File: src/rtl/mem_access_ctrl_if.sv
// Data-RAM bus between the memory-access stage (master) and a variable-latency RAM (slave).
// ram_en acts as valid: once raised, ram_addr/ram_write_en/ram_write_data stay stable until a cycle with ram_ready=1 completes it.
interface mem_access_ctrl_if #(
  parameter int ADDR_W = 32,
  parameter int DATA_W = 32
);
  logic              ram_en;
  logic [3:0]        ram_write_en;
  logic [ADDR_W-1:0] ram_addr;
  logic [DATA_W-1:0] ram_write_data;
  logic              ram_ready;
  logic [DATA_W-1:0] ram_read_data;

  modport master (
    output ram_en, ram_write_en, ram_addr, ram_write_data,
    input  ram_ready, ram_read_data
  );

  modport slave (
    input  ram_en, ram_write_en, ram_addr, ram_write_data,
    output ram_ready, ram_read_data
  );
endinterface

File: src/rtl/mem_access_ctrl.sv
// MEM-stage controller: issues byte-enabled RAM requests, stalls the pipe while one is in flight,
// flags misaligned accesses and forwards the captured read word and write-back controls to MEMWB.
module mem_access_ctrl #(
  parameter int ADDR_W = 32,
  parameter int DATA_W = 32
) (
  input  logic              clk,
  input  logic              rst,
  input  logic              flush,
  input  logic              stall_current_stage,
  input  logic              mem_read_flag_in,
  input  logic              mem_write_flag_in,
  input  logic              mem_sign_ext_flag_in,
  input  logic [3:0]        mem_sel_in,
  input  logic [ADDR_W-1:0] result_in,
  input  logic [DATA_W-1:0] mem_write_data_in,
  input  logic              reg_write_en_in,
  input  logic [4:0]        reg_write_addr_in,
  input  logic [ADDR_W-1:0] current_pc_addr_in,
  mem_access_ctrl_if.master ram,
  output logic              stall_request,
  output logic              addr_error_load,
  output logic              addr_error_store,
  output logic [ADDR_W-1:0] bad_vaddr,
  output logic [DATA_W-1:0] ram_read_data_out,
  output logic              mem_read_flag_out,
  output logic              mem_write_flag_out,
  output logic              mem_sign_ext_flag_out,
  output logic [3:0]        mem_sel_out,
  output logic [ADDR_W-1:0] result_out,
  output logic              reg_write_en_out,
  output logic [4:0]        reg_write_addr_out,
  output logic [ADDR_W-1:0] current_pc_addr_out,
  output logic [1:0]        dbg_state
);

  typedef enum logic [1:0] {
    S_IDLE  = 2'd0,
    S_WAIT  = 2'd1,
    S_DONE  = 2'd2,
    S_DRAIN = 2'd3
  } state_t;

  state_t            state_q, state_d;
  logic [ADDR_W-1:0] addr_q, addr_d;
  logic [DATA_W-1:0] wdata_q, wdata_d;
  logic [DATA_W-1:0] rdata_q, rdata_d;
  logic [3:0]        strobe_q, strobe_d;
  logic              is_read_q, is_read_d;

  logic              access, misaligned, mis_err, aligned_access;
  logic [3:0]        shifted_sel, req_strobe;
  logic [ADDR_W-1:0] req_addr;
  logic [DATA_W-1:0] req_wdata;
  logic              bus_en, bus_stall;
  logic [3:0]        bus_strobe;
  logic [ADDR_W-1:0] bus_addr;
  logic [DATA_W-1:0] bus_wdata;

  assign access         = (mem_read_flag_in | mem_write_flag_in) & ~flush;
  assign misaligned     = ((mem_sel_in == 4'b0011) && result_in[0]) ||
                          ((mem_sel_in == 4'b1111) && (result_in[1:0] != 2'b00));
  assign mis_err        = access & misaligned;
  assign aligned_access = access & ~misaligned;
  assign shifted_sel    = mem_sel_in << result_in[1:0];
  assign req_strobe     = mem_write_flag_in ? shifted_sel : 4'b0000;
  assign req_addr       = {result_in[ADDR_W-1:2], 2'b00};

  always_comb begin
    req_wdata = mem_write_data_in;
    case (mem_sel_in)
      4'b0001: req_wdata = {(DATA_W/8){mem_write_data_in[7:0]}};
      4'b0011: req_wdata = {(DATA_W/16){mem_write_data_in[15:0]}};
      default: req_wdata = mem_write_data_in;
    endcase
  end

  // IDLE drives the bus straight from EXMEM; WAIT/DRAIN replay the latched copy so a
  // flushed or changing EXMEM cannot disturb a request the RAM is still working on.
  always_comb begin
    state_d    = state_q;
    addr_d     = addr_q;
    wdata_d    = wdata_q;
    strobe_d   = strobe_q;
    is_read_d  = is_read_q;
    rdata_d    = rdata_q;
    bus_en     = 1'b0;
    bus_stall  = 1'b0;
    bus_strobe = 4'b0000;
    bus_addr   = req_addr;
    bus_wdata  = req_wdata;
    case (state_q)
      S_IDLE: begin
        if (aligned_access) begin
          bus_en     = 1'b1;
          bus_stall  = 1'b1;
          bus_strobe = req_strobe;
          addr_d     = req_addr;
          wdata_d    = req_wdata;
          strobe_d   = req_strobe;
          is_read_d  = mem_read_flag_in;
          state_d    = S_WAIT;
        end
      end
      S_WAIT: begin
        bus_en     = 1'b1;
        bus_stall  = 1'b1;
        bus_strobe = strobe_q;
        bus_addr   = addr_q;
        bus_wdata  = wdata_q;
        if (ram.ram_ready) begin
          if (is_read_q && !flush) rdata_d = ram.ram_read_data;
          state_d = flush ? S_IDLE : S_DONE;
        end else if (flush) begin
          state_d = S_DRAIN;
        end
      end
      S_DONE: begin
        if (flush || !stall_current_stage) state_d = S_IDLE;
      end
      S_DRAIN: begin
        bus_en     = 1'b1;
        bus_stall  = 1'b1;
        bus_strobe = strobe_q;
        bus_addr   = addr_q;
        bus_wdata  = wdata_q;
        if (ram.ram_ready) state_d = S_IDLE;
      end
      default: state_d = S_IDLE;
    endcase
  end

  always_ff @(posedge clk or posedge rst) begin
    if (rst) begin
      state_q   <= S_IDLE;
      addr_q    <= '0;
      wdata_q   <= '0;
      strobe_q  <= 4'b0000;
      is_read_q <= 1'b0;
      rdata_q   <= '0;
    end else begin
      state_q   <= state_d;
      addr_q    <= addr_d;
      wdata_q   <= wdata_d;
      strobe_q  <= strobe_d;
      is_read_q <= is_read_d;
      rdata_q   <= rdata_d;
    end
  end

  // Reset gates the combinational request path too, so it drops the bus without waiting for a clock.
  assign ram.ram_en         = bus_en & ~rst;
  assign ram.ram_write_en   = (bus_en & ~rst) ? bus_strobe : 4'b0000;
  assign ram.ram_addr       = bus_addr;
  assign ram.ram_write_data = bus_wdata;
  assign stall_request      = bus_stall & ~rst;

  assign addr_error_load       = mis_err & mem_read_flag_in;
  assign addr_error_store      = mis_err & mem_write_flag_in;
  assign bad_vaddr             = result_in;
  assign ram_read_data_out     = rdata_q;
  assign mem_read_flag_out     = mem_read_flag_in & ~mis_err;
  assign mem_write_flag_out    = mem_write_flag_in & ~mis_err;
  assign mem_sign_ext_flag_out = mem_sign_ext_flag_in;
  assign mem_sel_out           = mem_sel_in;
  assign result_out            = result_in;
  assign reg_write_en_out      = reg_write_en_in & ~mis_err;
  assign reg_write_addr_out    = reg_write_addr_in;
  assign current_pc_addr_out   = current_pc_addr_in;
  assign dbg_state             = state_q;

endmodule
File: src/flat_wrapper.sv
// flat-port wrapper written by rule: the top's interface ports become plain ports
module mem_access_ctrl_flat 
#(
  parameter int ADDR_W = 32,
  parameter int DATA_W = 32
)
  (clk, rst, flush, stall_current_stage, mem_read_flag_in, mem_write_flag_in, mem_sign_ext_flag_in, mem_sel_in, result_in, mem_write_data_in, reg_write_en_in, reg_write_addr_in, current_pc_addr_in, stall_request, addr_error_load, addr_error_store, bad_vaddr, ram_read_data_out, mem_read_flag_out, mem_write_flag_out, mem_sign_ext_flag_out, mem_sel_out, result_out, reg_write_en_out, reg_write_addr_out, current_pc_addr_out, dbg_state, ram_ram_en, ram_ram_write_en, ram_ram_addr, ram_ram_write_data, ram_ram_ready, ram_ram_read_data);
  mem_access_ctrl_if #(.ADDR_W(ADDR_W), .DATA_W(DATA_W)) ram_i ();
  input  logic clk;
  input  logic rst;
  input  logic flush;
  input  logic stall_current_stage;
  input  logic mem_read_flag_in;
  input  logic mem_write_flag_in;
  input  logic mem_sign_ext_flag_in;
  input  logic [3:0] mem_sel_in;
  input  logic [ADDR_W-1:0] result_in;
  input  logic [DATA_W-1:0] mem_write_data_in;
  input  logic reg_write_en_in;
  input  logic [4:0] reg_write_addr_in;
  input  logic [ADDR_W-1:0] current_pc_addr_in;
  output logic stall_request;
  output logic addr_error_load;
  output logic addr_error_store;
  output logic [ADDR_W-1:0] bad_vaddr;
  output logic [DATA_W-1:0] ram_read_data_out;
  output logic mem_read_flag_out;
  output logic mem_write_flag_out;
  output logic mem_sign_ext_flag_out;
  output logic [3:0] mem_sel_out;
  output logic [ADDR_W-1:0] result_out;
  output logic reg_write_en_out;
  output logic [4:0] reg_write_addr_out;
  output logic [ADDR_W-1:0] current_pc_addr_out;
  output logic [1:0] dbg_state;
  output wire logic [$bits(ram_i.ram_en)-1:0] ram_ram_en;
  output wire logic [$bits(ram_i.ram_write_en)-1:0] ram_ram_write_en;
  output wire logic [$bits(ram_i.ram_addr)-1:0] ram_ram_addr;
  output wire logic [$bits(ram_i.ram_write_data)-1:0] ram_ram_write_data;
  input wire logic [$bits(ram_i.ram_ready)-1:0] ram_ram_ready;
  input wire logic [$bits(ram_i.ram_read_data)-1:0] ram_ram_read_data;
  assign ram_ram_en = ram_i.ram_en;
  assign ram_ram_write_en = ram_i.ram_write_en;
  assign ram_ram_addr = ram_i.ram_addr;
  assign ram_ram_write_data = ram_i.ram_write_data;
  assign ram_i.ram_ready = ram_ram_ready;
  assign ram_i.ram_read_data = ram_ram_read_data;
  mem_access_ctrl #(.ADDR_W(ADDR_W), .DATA_W(DATA_W)) u_core (.clk(clk), .rst(rst), .flush(flush), .stall_current_stage(stall_current_stage), .mem_read_flag_in(mem_read_flag_in), .mem_write_flag_in(mem_write_flag_in), .mem_sign_ext_flag_in(mem_sign_ext_flag_in), .mem_sel_in(mem_sel_in), .result_in(result_in), .mem_write_data_in(mem_write_data_in), .reg_write_en_in(reg_write_en_in), .reg_write_addr_in(reg_write_addr_in), .current_pc_addr_in(current_pc_addr_in), .ram(ram_i), .stall_request(stall_request), .addr_error_load(addr_error_load), .addr_error_store(addr_error_store), .bad_vaddr(bad_vaddr), .ram_read_data_out(ram_read_data_out), .mem_read_flag_out(mem_read_flag_out), .mem_write_flag_out(mem_write_flag_out), .mem_sign_ext_flag_out(mem_sign_ext_flag_out), .mem_sel_out(mem_sel_out), .result_out(result_out), .reg_write_en_out(reg_write_en_out), .reg_write_addr_out(reg_write_addr_out), .current_pc_addr_out(current_pc_addr_out), .dbg_state(dbg_state));
endmodule
File: config.mk
export PLATFORM = sky130hd
export DESIGN_NAME = mem_access_ctrl_flat
export DESIGN_NICKNAME = d
export VERILOG_FILES = /design/src/rtl/mem_access_ctrl_if.sv /design/src/rtl/mem_access_ctrl.sv /design/src/flat_wrapper.sv
export SDC_FILE = /design/constraint.sdc
export NUM_CORES = 1
export LEC_CHECK = 0
export CORE_AREA = 3 3 139 141
export DETAILED_ROUTE_END_ITERATION = 6
export DIE_AREA = 0 0 142 144
export HOLD_SLACK_MARGIN = 0.02
export PLACE_DENSITY = 0.71
export SYNTH_ARGS = -nofsm -noshare
export SYNTH_HDL_FRONTEND = slang
export SYNTH_SLANG_ARGS = --single-unit
File: constraint.sdc
create_clock -name clk -period 5.6 [get_ports clk]
set_clock_uncertainty 0.2 [all_clocks]
set_input_delay 0.56 -clock clk [delete_from_list [all_inputs] [get_ports clk]]
set_output_delay 0.56 -clock clk [all_outputs]
set_load 0.02 [all_outputs]
======== Yosys cells after proc, flatten, opt, wreduce, memory -nomap -nowiden ========
Cells that the tools add are included.
word-level totals
  register bits after elaboration ......... 101
  latch bits .............................. 0
  bits in writable memories ............... 0
  memory bits (read-only) ................. 0
  logic and storage cells ................. 60
  memories kept ........................... 0
operators by class
  $add $sub $neg .......................... 0
  multipliers ............................. 0
  divide/modulo/power cells ............... 0
  magnitude comparators ................... 0
  equality and inequality tests ........... 10
  shifts and indexed selects .............. 1
  multiplexer cells ....................... 16
  bitwise gates (word level) .............. 14
  reductions and logical operators ........ 13
operator list
  operator                                                                 number
  32-bit two-way mux                                                       2
  32-bit case mux with 2 select lines                                      1
  2-bit two-way mux                                                        6
  4-bit two-way mux                                                        3
  1-bit AND                                                                9
  2-bit case mux with 4 select lines                                       1
  4-bit case mux with 2 select lines                                       1
  2-bit == test, second input constant                                     2
  4-bit by 1-bit == test with 1-bit output, second input constant          1
  4-bit by 2-bit == test with 1-bit output, second input constant          1
  4-bit == test, second input constant                                     1
  2-bit by 1-bit inequality test with 1-bit output, second input constant  2
  1-bit NOT                                                                4
  4-bit AND reduction                                                      1
  4-bit by 2-bit << shifter with 4-bit output                              1
  1-bit logical AND                                                        3
  3-bit inequality test, second input constant                             1
  3-bit AND reduction                                                      1
  2-bit by 1-bit == test with 1-bit output, second input constant          1
  1-bit logical NOT                                                        2
  2-bit logical NOT                                                        1
  1-bit logical OR                                                         2
  2-bit inequality test, second input constant                             1
  1-bit case mux with 2 select lines                                       1
  5 further kinds                                                          5

======== Longest topological paths before layout ========
Gate-level depths: netlist of the first run.
  depth in word-level cells ............... 9
  gate-level depth with buffers ........... 9
  gate-level depth less buffers ........... 5

======== Least setup slack after synthesis of the first run ========
No wires, ideal clock.
  path type ............................... input port to output port
  start point ............................. in rst
  end point ............................... out stall_request
  arrival time ............................ 3.575 ns
  data required time ...................... 4.840 ns
  path slack .............................. 1.265 ns
  stages .................................. 4
  path through ............................ inv_1 nand2_1 inv_1 buf_4
between the ends
  longest elaborated chain between the ends .. 2
ends and longest elaborated chain
  element             line                RTL
  start: declaration  flat_wrapper.sv:10  input logic rst;
  1-bit NOT           --
  1-bit AND           --
  end: declaration    flat_wrapper.sv:22  output logic stall_request;
Every way passes these cells.

======== Worst setup path in the final report of the first run ========
  start point ............................. in mem_sel_in[2]
  end point ............................... out ram_ram_write_data[9]
between the ends
  longest elaborated chain between the ends .. 3
ends and longest elaborated chain
  element                                                                                                      line                   RTL
  start: declaration                                                                                           flat_wrapper.sv:16     input logic [3:0] mem_sel_in;
  4-bit by 2-bit == test with 1-bit output / 4-bit by 1-bit == test with 1-bit output (equally long branches)  mem_access_ctrl.sv:71  case (mem_sel_in)
  32-bit case mux with 2 select lines (*)                                                                      mem_access_ctrl.sv:71
  32-bit two-way mux (*)                                                                                       mem_access_ctrl.sv:92  case (state_q)
  end: declaration                                                                                             flat_wrapper.sv:39     output wire logic [$bits(ram_i.ram_write_data)-1:0] ram_ram_write_data;
Every way passes the cells marked *; elsewhere a longest branch is shown, timed or not.

==> impl.org, run 1 <==
** Route
- Avg Vias per Cell :: 4.61
- Number of design-rule violations left by the first detailed-router iteration :: 146
- The routed layout has 4617 vias.
- Dividing the detail-routed wire length by the instance count gives 16.9 um.
- The count of nets left with antenna violations once routing finished came out at 0.
- DRT Pass-1 Iters :: 4
- In the routed design, unresolved DRC markers number 0.
- The routed design has ~17000 um of wire.

** Power and ir drop
- The design draws 3.50 mW.
- Of the total power, registers draw 0.345.
- For this design the ratio of total power to cell area is 417 nW/um^2.
- Design internal power :: 2.24 mW
- The share of total power dissipated in the clock network is 0.176.
- Switching part of the total power :: 0.360
- Switching pwr :: approximately 1.3 mW
- IR analysis of the VDD net gives a maximum drop of between 200 and 300 uV.
- Leakage power summed over all cells :: 3.63 nW
- Part of the power in combinational logic :: 0.479

** Setup path
- The number of cells on the worst reg-to-reg path is 4.
- The critical path is of the in -> out type.
- Type of element launching the critical path :: input pin
- Critical Path Fanout Max :: 25
- For the worst setup path, the data required time is slightly below 5 ns.
- The critical path starts at mem_sel_in[2].
- In this run the worst setup path terminates at ram_ram_write_data[9].
- Data arrival time of the critical path :: 3.55 ns
- Setup crit end kind :: output pin
- The worst register-to-register path ends at u_core.wdata_q[31].
- For flop-to-flop paths, the worst setup slack is 2.98 ns.
- Worst flop-to-flop path startpoint :: u_core.dbg_state[0]

** Synth
- Top cell type by total area after synthesis :: dfrtp_1
- Number of storage elements in the synthesis netlist :: 101
- Of the synthesized area, sequential elements account for 0.429.
- Counting every instance in the synthesized netlist gives 607.
- Number of synthesized flops with an enable pin :: 0
- Among all cell types in the netlist, the one instantiated most often is nand2_1.
- Post-synth cell types :: 26
- For this run, the leading register cell type out of synthesis is dfrtp_1.
- Fraction of synthesized cell area taken by the top area cell type :: 0.429
- Share of async-settable or async-resettable flops after synthesis :: 1.00
- After synthesis, the share of cell area in mux cells is 0.231.
- Dominant combinational cell family by area after synthesis :: multiplexers
- After synthesis, the most frequently instantiated cells are nand2_1 (181), buf_4 (111), mux2_2 (111).
- Of the total synthesized cell area, the portion taken by XOR and XNOR cells is 0.
- Of the total synthesized cell area, the portion taken by AND, OR, NAND and NOR gates is 0.137.
- In the post-synthesis netlist, the biggest area contributors are dfrtp_1 (43%), mux2_2 (21%), buf_4 (14%).
- The complex-gate fraction of the synthesized area came to 0.0359.
- Dividing the synthesized area by the synthesized cell count gives a little under 10 sq um.
- During synthesis, Yosys emitted a total of 0 warnings.
- The synthesized netlist occupies a cell area of roughly 5900 sq um.
- Post-Synth Adder-Cell Area :: 0

** Timing
- The smallest clock period supported by the final layout is computed as ~4.3 ns.
- Unrepaired setup endpoints after global routing :: false
- Post-route clock period utilization :: 0.770
- Total Negative Setup Slacks :: 0 ns
- Count of final max-slew check failures :: 0
- The total count of hold-check failures in the final report came to 0.
- Measured against its own limit, the worst slew margin works out to 0.423.
- Transition at the pin with the smallest max-transition slack :: slightly below 0.9 ns
- Derived from the worst setup path, the maximum achievable clock frequency is about 230 MHz.
- Once routing completed, OpenROAD measured the worst setup slack at 1.29 ns.
- Setup violations remaining at the end of the flow were counted as 0.
- Hold timing on the final database bottoms out at a slack of 0.269 ns.

** Global routing
- All-layer global routing usage :: 0.160
- The first global-routing pass estimated 25600 um of wire.
- After global routing the overflow that remains totals 0.
- The initial antenna violation count is 0.
- Entering global routing, the biggest net connects 67 pins.
- The via count of the first global-routing pass was 4622.

** Placement
- OpenSTA, run right after detailed placement, puts the worst setup slack at around 1.3 ns.
- Placer Congestion :: 0.775
- In this run, placement finished with an instance count of 987.
- The placed instances occupy a cell area of 8110 sq um.
- Buffers placed on the I/O ports in this run total 282.
- Post-DP HPWL :: 12800 um

** Clock network
- CTS Root Cell :: clkbuf_16
- Gates resized, CTS repair :: 0
- TritonCTS Sinks :: 101
- In this run the number of H-tree levels came out at 3.
- Insertion delay to the later sink of the worst-skew pair :: 0.34 ns
- Inserted Clock Buffers :: 9
- TritonCTS built the clock tree.
- After clock tree synthesis, the clock-pin slew on the worst setup and hold paths is 0.07 ns.
- Post-CTS Hold Buffers :: 0
- After clock tree synthesis, the setup repair step added 0 buffers.
- The clock passes through at most 2 buffers.

** Final layout
- Utilization after layout :: 0.464
- The finished layout holds 1002 standard cells, fillers aside.
- Proportion of layout cells with a drive suffix above 1 :: 0.182
- Syn-to-layout area delta :: 42.4%
- The number of antenna diodes in the final layout is 0.
- Summing all non-filler instances in the final layout gives an area of around 8400 sq um.
- After the last flow step, the layout net total stands at around 920.

** Hold path
- Min-delay worst type :: reg -> reg

** Floorplan
- Starting utilization of the core area :: 0.326
- Row generation in the floorplan step produced around 50 rows.
- The die covers approximately 20000 sq um.
- The die is roughly 140 um tall.
- In this run the standard cell core region covers 18100 sq um.
- Die boundary width :: 142 um
- Pin placement for this block handled 361 I/O pins.

** Run status
- The run finished with clean final reports.

** Job
- # Max-Cap Violations :: 0
[area by class of cell]
class,count,area (sq um)
Clock buffer,10,229
Clock inverter,5,53.8
Fill cell,1774,9690
Inverter,4,17.5
Multi-Input combinational cell,363,2400
Sequential cell,101,2530
Tap cell,229,287
Timing Repair Buffer,290,2880
[cells by family (layout without fill, tap and decap cells)]
group | after synthesis | in the layout
flops | 101 | 101
compound gates | 38 | 38
buf+inv | 144 | 309
mux | 122 | 122
simple gates | 201 | 201
other cells | 1 | 2
[power groups by stage]
stage | Sequential, mW | Combinational, mW | Clock, mW
final | 1.21 | 1.68 | 0.616
after floorplan | 1.32 | 0.872 | 0
after CTS | 1.21 | 1.71 | 0.649
after global routing | 1.25 | 1.81 | 0.675
after global placement | 1.21 | 1.68 | 0
after detailed placement | 1.22 | 1.70 | 0
[state kept, by name (all words and copies together), names as in the netlist]
register                  cells
u_core.addr_q                30
u_core.wdata_q               32
u_core.dbg_state              2
u_core.is_read_q              1
u_core.strobe_q               4
u_core.ram_read_data_out     32
[worst min path at each step]
stage                                  start            endpoint  slack [ns]  depth (start not counted)
after floorplan           u_core.strobe_q[1]  u_core.strobe_q[1]        0.24                          2
after global placement    u_core.strobe_q[1]  u_core.strobe_q[1]        0.25                          2
after detailed placement  u_core.strobe_q[1]  u_core.strobe_q[1]        0.26                          2
after CTS                 u_core.strobe_q[1]  u_core.strobe_q[1]        0.27                          2
after global routing       u_core.addr_q[17]   u_core.addr_q[17]        0.30                          2
final                     u_core.strobe_q[1]  u_core.strobe_q[1]        0.27                          2
[worst max-delay path, stage by stage]
cell and delay (ns):
clkdlybuf4s50_1 0.51, nor3b_2 0.27, buf_4 0.31, nor2b_1 0.64, mux2_2 0.42, mux2_2 0.26
clkdlybuf4s50_1 0.56
[layer usage]
layer  share of wire  track usage  vias up  routed length, um
li1                -            -     2202                  -
met1            0.40        0.189     2172               6740
met2            0.47        0.265      212               8030
met3            0.10       0.0635       31               1730
met4           0.024       0.0586        0                403
met5               0            0        -                  0
[cell usage in the layout (no fill, tap or decap)]
| cell type | count |
|---|---|
| nor2b_1 | 6 |
| bufinv_16 | 1 |
| inv_4 | 1 |
| conb_1 | 2 |
| clkdlybuf4s50_1 | 282 |
| o2111ai_1 | 2 |
| mux2i_1 | 11 |
| clkbuf_16 | 9 |
| inv_1 | 3 |
| mux2_2 | 111 |
| a21oi_2 | 1 |
| nand3_1 | 2 |
| dfrtp_1 | 100 |
| a21oi_1 | 3 |
| and2_1 | 2 |
| nor2_2 | 1 |
| clkbuf_1 | 1 |
| dfrtp_2 | 1 |
| o21ai_0 | 29 |
| nor3b_2 | 2 |
| o211ai_1 | 1 |
| or3b_1 | 1 |
| buf_4 | 8 |
| clkinv_4 | 1 |
| nand2_1 | 181 |
| nor2_1 | 4 |
| clkinv_2 | 3 |
| nor3_4 | 1 |
| a32oi_1 | 1 |
| or3_2 | 1 |
| o2bb2ai_1 | 1 |
No activity file was read; power rests on OpenSTA's default activity.
==> run 2: changes to the inputs <==
Settings changed: CORE_AREA 3 3 139 141 to 3 3 141 143, DIE_AREA 0 0 142 144 to 0 0 144 146, PLACE_DENSITY 0.71 to 0.69.
Clock period 5.6 ns to 4 ns, I/O delays scaled along.
==> run 2 against run 1 <==
Against the previous run: register-to-register slack lost 1.2 ns; clock-buffer cell count grew 1; via count grew 0.19%; sequential power up 40%; critical path type unchanged; critical endpoint is now addr_error_store; largest cell class unchanged; highest routed layer unchanged.
==> impl.org, run 2 (same netlist as run 1, synthesis figures left out) <==
** Run status
- The run finished with clean final reports.

** Global routing
- Largest net degree at the start of global routing :: 67 (unchanged)
- Wire length of the first global-routing pass :: 26100 um (+2.3%)
- Initial antenna violation count :: 1 (+1)
- The global-route congestion overflow total was 0 (unchanged).
- Number of global-route vias before repair :: 4597 (-0.54%)
- The total routing resource utilization after global routing was 0.159 (-0.000836).

** Route
- The initial detailed-routing violation count was 135 (-7.5%).
- Final WL :: 17200 um (+2.0%)
- Count of antenna-violating nets left after detailed routing :: 0 (unchanged)
- The final routed wire length divided by cell count was 17.0 um (+0.97%).
- Number of remaining DRC errors :: 0 (unchanged)
- Vias :: 4626 (+0.19%)
- The mean number of vias per cell was 4.57 (-0.80%).
- The number of iterations in the first detailed-routing pass is 4 (unchanged).

** Setup path
- The number of buffer and inverter stages on the critical path came to 2 (-1).
- STA classifies the critical path endpoint as an output pin.
- The data required time of the worst path is 3.40 ns (-1.44 ns).
- Critical path class :: in -> out
- Worst-case register-to-register setup slack :: 1.76 ns (-1.22 ns)
- Data arrival time of the critical path :: 2.92 ns (-0.63 ns)
- The cell family contributing the most delay on the critical path is buffers and inverters.
- Among all stages on the critical path, the largest delay is contributed by clkdlybuf4s50_1.
- The worst setup path is launched from an input pin.
- Traced cell by cell, the critical path runs through clkdlybuf4s50_1 -> or3b_1 -> a21oi_2 -> nor3b_2 -> and2_1 -> clkdlybuf4s50_1.
- The critical path starts at result_in[0].
- Worst flop-to-flop path startpoint :: u_core.dbg_state[0]
- Critical Path Fanout Max :: 8 (-68%)
- Crit-path most repeated cell :: clkdlybuf4s50_1
- The maximum single-stage delay on the critical path was 0.65 ns (about the same).

** Hold path
- Min-delay worst type :: reg -> reg
- HP Start :: u_core.wdata_q[0]

** Job
- # Max-Cap Violations :: 0 (unchanged)

** Placement
- Placer Congestion :: 0.783 (+1.1%)
- The number of input and output port buffers inserted came to 282 (unchanged).
- The number of placed instances, taps included is 996 (+0.91%).
- The area of placed instances is 8160 sq um (+0.54%).
- The post-DP HPWL came to 12800 um (+0.29%).
- The worst setup timing slack at the placement stage was 0.459 ns (-0.801 ns).

** Timing
- Post-route clock period utilization :: 0.879
- Min Tclk post-route :: 3.52 ns
- The final worst setup slack came to 0.484 ns (-0.806 ns).
- Total Negative Setup Slacks :: 0 ns (unchanged)
- Setup repair after global routing left no endpoint under its margin.
- Hold Worst Slack :: 0.272 ns (+0.00275 ns)
- The total count of hold-check failures in the final report came to 0 (unchanged).
- Transition at the pin with the smallest max-transition slack :: 0.894 ns (+0.0281 ns)
- Count of final max-slew check failures :: 0 (unchanged)
- For this run, the top clock speed supported by timing is 284 MHz.
- The headroom to the max-slew limit came to 0.404 (-0.0187).
- The total setup violations reported at the end of the flow came to 0 (unchanged).

** Floorplan
- The overall die area was 21000 sq um (+2.8%).
- The die extent in x is 144 um (+1.4%).
- Chip height :: 146 um (+1.4%)
- The number of placed I/O pins came to 361 (unchanged).
- Row Count :: 50 (+2.0%)
- Starting utilization of the core area :: 0.315 (-0.0108)
- Core region area :: 18700 sq um (+3.4%)

** Clock network
- TritonCTS Sinks :: 101 (unchanged)
- The clock slew at the register clock pins of the worst setup and hold paths came to 0.07 ns (about the same).
- The number of gates given a new drive strength after cts was 0 (unchanged).
- The CTS H-tree depth is 3 (unchanged).
- The buffers inserted during post-CTS setup optimization came to 0 (unchanged).
- The cell sitting at the root of the clock tree is a clkbuf_16.
- Insertion delay to the later sink of the worst-skew pair :: 0.35 ns (about the same)
- Post-CTS Hold Buffers :: 0 (unchanged)
- TritonCTS built the clock tree.
- Maximum clock insertion buffer count :: 2 (unchanged)
- The TritonCTS buffer count was 9 (unchanged).

** Power and ir drop
- The cell-internal power was 3.11 mW (+39%).
- The net switching power of the design was 1.79 mW (+42%).
- The leakage power total came to 3.64 nW (+0.27%).
- Flop pwr share :: 0.344 (about the same)
- Power density cells :: 580 nW/um^2 (+39%)
- The sum of internal, switching and leakage power is 4.90 mW (+40%).
- Switching part of the total power :: 0.365 (+0.00483)
- The combinational share of power was 0.482 (+0.003).
- The highest ir drop seen on vdd came to 413 uV (+58%).
- Relative contribution of the clock network to total power :: 0.174 (-0.002)

** Final layout
- Final cell count without fillers :: 1012 (+1.0%)
- The number of antenna repair diodes was 0 (unchanged).
- The fraction of layout cells with a size suffix above 1 is 0.188 (+0.00525).
- In the layout the commonest cells are clkdlybuf4s50_1 (282), nand2_1 (181), mux2_2 (111).
- The final design utilization was 0.451 (-0.0128).
- NumNets Final :: 919 (+0.44%)
- The library cell used most frequently in the layout, excluding fill and tap cells, is clkdlybuf4s50_1.
- Relative to the synthesized area, the layout overhead comes to 43.2%.
- Post-route cell area :: 8440 sq um (+0.57%)
-- run 2: cell count changes in the layout (fill, tap and decap cells not counted) --
| cell | previous run | this run |
|---|---|---|
| bufinv_16 | 1 | 0 |
| clkinvlp_4 | 0 | 3 |
| clkinv_2 | 3 | 0 |
| inv_8 | 0 | 1 |
| nor3b_2 | 2 | 1 |
| nor3b_4 | 0 | 1 |
| inv_6 | 0 | 1 |
| inv_4 | 1 | 0 |
| buf_4 | 8 | 12 |
| clkbuf_8 | 0 | 1 |
-- run 2: area by class of cell --
type / count / area [sq um]
Sequential cell: 101 / 2530
Multi-Input combinational cell: 363 / 2400
Timing Repair Buffer: 294 / 2910
Inverter: 4 / 18.8
Tap cell: 234 / 293
Fill cell: 1783 / 10300
Clock inverter: 5 / 43.8
Clock buffer: 11 / 243
-- run 2: worst paths after layout --
check,end,depth (start not counted)
min in group asynchronous,u_core.ram_read_data_out[20],3
hold / removal,u_core.wdata_q[0],2
setup / recovery,addr_error_store,6
setup reg to reg,u_core.wdata_q[16],4
hold reg to reg,u_core.wdata_q[0],2
max in group asynchronous,u_core.addr_q[26],4
-- run 2: worst register-to-register path, cell delays in order, from the launching register on --
cell and delay (ns):
dfrtp_2 0.40, buf_4 0.36, nor3_4 0.38, buf_4 0.40, mux2_2 0.41
-- run 2: layer usage --
metal	wire (um)	track usage
met2	7900	0.254
met5	0	0
met1	7410	0.203
met4	212	0.0438
met3	1710	0.0569
-- run 2: power by group through the flow --
stage          Combinational, mW  Clock, mW  Sequential [mW]
5_1_grt                     2.54      0.938             1.75
3_3_place_gp                2.37          0             1.69
2_1_floorplan               1.22          0             1.85
3_5_place_dp                2.38          0             1.70
4_1_cts                     2.39      0.899             1.69
6_report                    2.36      0.853             1.69
